<file path="src/rtl/sw_fifo_arb.sv">
// sw_fifo_arb: two-requester round-robin FIFO controller over a 32x12 two-port SRAM
// with a 2-entry show-ahead output buffer.
module sw_fifo_arb #(
    parameter int DW = 12,
    parameter int AW = 5,
    parameter int DEPTH = 32
) (
    input  logic          clk,
    input  logic          rst_n,
    input  logic          flush,
    input  logic          w0_valid,
    input  logic [DW-1:0] w0_data,
    output logic          w0_ready,
    input  logic          w1_valid,
    input  logic [DW-1:0] w1_data,
    output logic          w1_ready,
    output logic          rd_valid,
    output logic [DW-1:0] rd_data,
    input  logic          rd_ready,
    output logic [AW+1:0] level,
    output logic          full,
    output logic [AW-1:0] mem_wa,
    output logic [DW-1:0] mem_di,
    output logic          mem_csa,
    output logic          mem_web,
    output logic [AW-1:0] mem_rb,
    output logic          mem_csb,
    output logic          mem_oe,
    input  logic [DW-1:0] mem_do
);
    localparam logic [AW:0] FULL_CNT = DEPTH[AW:0];
    logic [AW-1:0] wr_ptr, rd_ptr;
    logic [AW:0] sram_cnt;
    logic inflight, rr, oe;
    logic [1:0] bcnt, n;
    logic [DW-1:0] b0, b1, b0_n, b1_n;
    logic allow, g0, g1, wr, pop, issue;
    // Accept/issue decisions use only registered counts, so a read never targets the word being written.
    always_comb begin
        allow = rst_n & ~flush & (sram_cnt < FULL_CNT);
        g0 = allow & w0_valid & (~w1_valid | ~rr);
        g1 = allow & w1_valid & (~w0_valid | rr);
        wr = g0 | g1;
        pop = rd_valid & rd_ready;
        issue = rst_n & ~flush & (sram_cnt != '0) &
                (({1'b0, bcnt} + {2'b0, inflight} - {2'b0, pop}) < 3'd2);
        n = bcnt - {1'b0, pop};
        b0_n = (inflight && n == 2'd0) ? mem_do : pop ? b1 : b0;
        b1_n = (inflight && n != 2'd0) ? mem_do : b1;
    end
    assign w0_ready = g0;
    assign w1_ready = g1;
    assign rd_valid = bcnt != 2'd0;
    assign rd_data = b0;
    assign level = {1'b0, sram_cnt} + {{AW{1'b0}}, bcnt} + {{(AW+1){1'b0}}, inflight};
    assign full = sram_cnt == FULL_CNT;
    assign mem_wa = wr_ptr;
    assign mem_di = g1 ? w1_data : g0 ? w0_data : '0;
    assign mem_csa = wr;
    assign mem_web = ~wr;
    assign mem_rb = rd_ptr;
    assign mem_csb = issue;
    assign mem_oe = oe;
    always_ff @(posedge clk) begin
        if (!rst_n || flush) begin
            wr_ptr <= '0;
            rd_ptr <= '0;
            sram_cnt <= '0;
            inflight <= 1'b0;
            bcnt <= 2'd0;
            b0 <= '0;
            b1 <= '0;
            rr <= 1'b0;
            oe <= rst_n;
        end else begin
            oe <= 1'b1;
            if (wr) wr_ptr <= wr_ptr + 1'b1;
            if (issue) rd_ptr <= rd_ptr + 1'b1;
            sram_cnt <= sram_cnt + {{AW{1'b0}}, wr} - {{AW{1'b0}}, issue};
            inflight <= issue;
            bcnt <= n + {1'b0, inflight};
            b0 <= b0_n;
            b1 <= b1_n;
            if (allow && w0_valid && w1_valid) rr <= ~rr;
        end
    end
endmodule
</file>
<file path="config.mk">
export PLATFORM = sky130hd
export DESIGN_NAME = sw_fifo_arb
export DESIGN_NICKNAME = d
export VERILOG_FILES = /design/src/rtl/sw_fifo_arb.sv
export SDC_FILE = /design/constraint.sdc
export NUM_CORES = 1
export LEC_CHECK = 0
export CORE_AREA = 5 5 99 101
export CTS_CLUSTER_DIAMETER = 60
export DETAILED_ROUTE_END_ITERATION = 16
export DIE_AREA = 0 0 104 106
export PLACE_DENSITY = 0.64
export SYNTH_ARGS = -nofsm -noshare
export SYNTH_HDL_FRONTEND = slang
export SYNTH_SLANG_ARGS = --single-unit
</file>
<file path="constraint.sdc">
create_clock -name clk -period 3.7 [get_ports clk]
set_input_delay 0.555 -clock clk [delete_from_list [all_inputs] [get_ports clk]]
set_output_delay 0.555 -clock clk [all_outputs]
set_load 0.005 [all_outputs]
</file>
==> flow_metrics.env <==
export IMPL_status="completed"
export IMPL_num_vias=2448
export IMPL_root_buffer="clkbuf_8"
export IMPL_clkTransAtPathRegs_ps=90
export IMPL_power_frac_comb_pct=40.4
export IMPL_worst_path_largest_cell_delay_ps=580
export IMPL_antennaDiodeCount=0
export IMPL_cp_cell_sequence="clkdlybuf4s50_1 > o21ai_2 > inv_2 > ha_4 > inv_2 > nand2_1 > fa_1 > inv_2 > nor4_4 > ha_1 > inv_1 > ha_1 > a211oi_2 > nor3_1 > or3b_2"
export IMPL_cpMostUsedCell="inv_2"
export IMPL_p_seq_share_pct=35.6
export IMPL_grt_pass1_vias=2436
export IMPL_fmax_mhz=287
export IMPL_final_common_cell="clkdlybuf4s50_1"
export IMPL_synth_cells=283
export IMPL_hold_path_class="reg -> reg"
export IMPL_synth_nets=347
export IMPL_period_share_pct=94.0
export IMPL_start_util_pct=28.7
export IMPL_avgSynthCellArea_um2=9.06
export IMPL_nFillCells=911
export IMPL_setup_slack_ps=221
export IMPL_die_area_um2=11000
export IMPL_worst_ep_required_time_ps=3870
export IMPL_antenna_left=0
export IMPL_core_um2=8930
export IMPL_synth_compound_area_share_pct=23.0
export IMPL_grt_pass1_wl_um=11000
export IMPL_std_cell_rows=35
export IMPL_maxCapViolCount=0
export IMPL_mostFrequentLayoutCells="clkdlybuf4s50_1 (89), dfxtp_1 (45), a21oi_1 (34), o21ai_0 (27), inv_1 (18)"
export IMPL_cp_arrival_ps=3650
export IMPL_cts_max_path_buffers=2
export IMPL_critical_path_slowest_cell="fa_1"
export IMPL_synth_seq_cells=45
export IMPL_rsz0062_at_grt="false"
export IMPL_area_delta_synth_final_pct=47.4
export IMPL_switchingPower_mw=0.514
export IMPL_route_detailed_drc=0
export IMPL_netlist_area_um2=2560
export IMPL_via_per_inst=5.00
export IMPL_final_hold_violation_count=0
export IMPL_grt_max_degree=25
export IMPL_wirelength_um=6680
export IMPL_antenna_found_initial=0
export IMPL_power_mw=1.56
export IMPL_die_h_um=106
export IMPL_tritoncts="done"
export IMPL_synthMuxAreaShare_pct=5.46
export IMPL_ys_async_sr_fraction_pct=0
export IMPL_setup_worst_path_start_class="primary input"
export IMPL_place_inst=481
export IMPL_swShare_pct=33.0
export IMPL_peakVddDrop_v=0.000186
export IMPL_p_leak_nw=1.48
export IMPL_clk_insertion_delay_late_ps=300
export IMPL_dp_hpwl_um=5150
export IMPL_firstDrtPassIters=4
export IMPL_gp_congestion=0.734
export IMPL_place_worst_setup_slack_ps=-264
export IMPL_setup_worst_path_end_class="flip-flop"
export IMPL_yosysSeqAreaShare_pct=35.1
export IMPL_slew_viol_final=0
export IMPL_synth_top_family_by_area="compound AO/OA/AOI/OAI gates"
export IMPL_drive_gt1_share_pct=9.50
export IMPL_slew_headroom_pct=48.3
export IMPL_cts_sinks=45
export IMPL_crit_type="in -> reg"
export IMPL_yosys_area_share_simple_pct=15.0
export IMPL_synth_edf_count=0
export IMPL_p_clk_share_pct=24.0
export IMPL_hold_slack_ps=481
export IMPL_synth_flop_cell="dfxtp_1"
export IMPL_fin_cells=490
export IMPL_critical_path_max_fanout=2
export IMPL_internal_power_mw=1.04
export IMPL_fin_nets=442
export IMPL_p_per_area_nw_per_um2=412
export IMPL_drt_iter0_drc=95
export IMPL_synth_xor_area_share_pct=2.73
export IMPL_cts_htree_levels=2
export IMPL_io_buffer_count=90
export IMPL_r2r_setup_slack_ps=520
export IMPL_boundaryPins=91
export IMPL_post_route_min_period_ps=3480
export IMPL_cts_hold_buf=0
export IMPL_worst_slew_pin_slew_ps=773
export IMPL_setup_viol=0
export IMPL_grt_overflow=0
export IMPL_die_x_um=104
export IMPL_numCtsBuffers=5
export IMPL_synth_cell_types=50
export IMPL_wl_per_cell_um=13.6
export IMPL_synth_adder_area_share_pct=11.9
export IMPL_skew_ps=12.1
export IMPL_grt_util_all_layers_pct=11.7
export IMPL_yosysWarnings=0
[layout make-up]
type / instances / area [um2] / share of cell area, %
Clock inverter: 2 / 38.8 / 1.03
Inverter: 21 / 78.8 / 2.09
Multi-Input combinational cell: 199 / 1530 / 40.4
Clock buffer: 6 / 72.6 / 1.92
Timing Repair Buffer: 106 / 1020 / 27.1
Tap cell: 111 / 139 / 3.67
Sequential cell: 45 / 901 / 23.8
[per-stage QoR]
| stage | cell area [um2] | setup TNS [ps] | utilization (%) |
|---|---|---|---|
| 2_1_floorplan | 2590 | 0 | - |
| 3_3_place_gp | 3640 | -193 | 40.8 |
| 3_5_place_dp | 3640 | -352 | 40.8 |
| 4_1_cts | 3760 | 0 | 42.1 |
| 5_1_grt | 3780 | 0 | 42.3 |
| 6_report | 3780 | 0 | 42.3 |
[power by group through the flow]
stage	Sequential, mW	Combinational, mW	Clock, mW
6_report	0.555	0.630	0.373
5_1_grt	0.561	0.704	0.399
4_1_cts	0.556	0.629	0.385
3_5_place_dp	0.567	0.624	0
3_3_place_gp	0.566	0.611	0
2_1_floorplan	0.567	0.357	0
[metal layers]
layer	global-route usage, %	wire length [um]
met5	0	0
met4	3.89	74
met3	4.49	683
met2	20.1	3160
met1	13.4	2760
[kinds of logic after synthesis]
kind of cell               Yosys count
AOI/OAI and AO/OA                   93
muxes                               14
xor gates and xnor gates             8
adders and majority gates           22
DFF                                 45
buffers and inverters               39
and+or+nand+nor                     62
[Yosys cell counts (3+ instances only)]
| cell | instances | area [um2] |
|---|---|---|
| clkbuf_1 | 9 | 33.8 |
| nor3_1 | 3 | 15.0 |
| nand3b_1 | 3 | 22.5 |
| ha_1 | 18 | 225 |
| nor2_1 | 5 | 18.8 |
| xnor2_1 | 5 | 43.8 |
| nand3_1 | 14 | 70.1 |
| and2_1 | 3 | 18.8 |
| o31ai_1 | 8 | 60.1 |
| a22o_1 | 12 | 105 |
| nand2_1 | 8 | 30.0 |
| or4_1 | 5 | 37.5 |
| dfxtp_1 | 45 | 901 |
| nand4b_1 | 3 | 26.3 |
| inv_1 | 21 | 78.8 |
| fa_1 | 4 | 80.1 |
| o21ai_0 | 27 | 135 |
| buf_2 | 3 | 15.0 |
| xor2_1 | 3 | 26.3 |
| mux2i_1 | 14 | 140 |
| a21oi_1 | 34 | 170 |
[critical path, delay by kind of cell]
family / cells / cell delay (ps)
AO/OA/AOI/OAI: 2 / 300
adder cells (fa/ha/maj): 4 / 1260
buffers and inverters: 5 / 710
AND/OR/NAND/NOR: 4 / 820
[timing repair]
action                     CTS  global route
pin swaps                    0             2
gates cloned                 0             0
buffers inserted             0             1
setup endpoints to repair    1             4
resized for setup            1             5
[state kept, by name (all words and copies together) (netlist names)]
register  count
b1           12
bcnt          2
inflight      1
mem_oe        1
mem_rb        5
mem_wa        5
rd_data      12
rr            1
sram_cnt      6
[path summary, 6_finish.rpt]
check	start	to	depth (start not counted)
setup / recovery	rd_ready	sram_cnt[5]	15
hold / removal	b1[0]	b1[0]	2
setup reg to reg	bcnt[0]	sram_cnt[5]	14
hold reg to reg	b1[0]	b1[0]	2
Power figures use the tool's default switching activity.
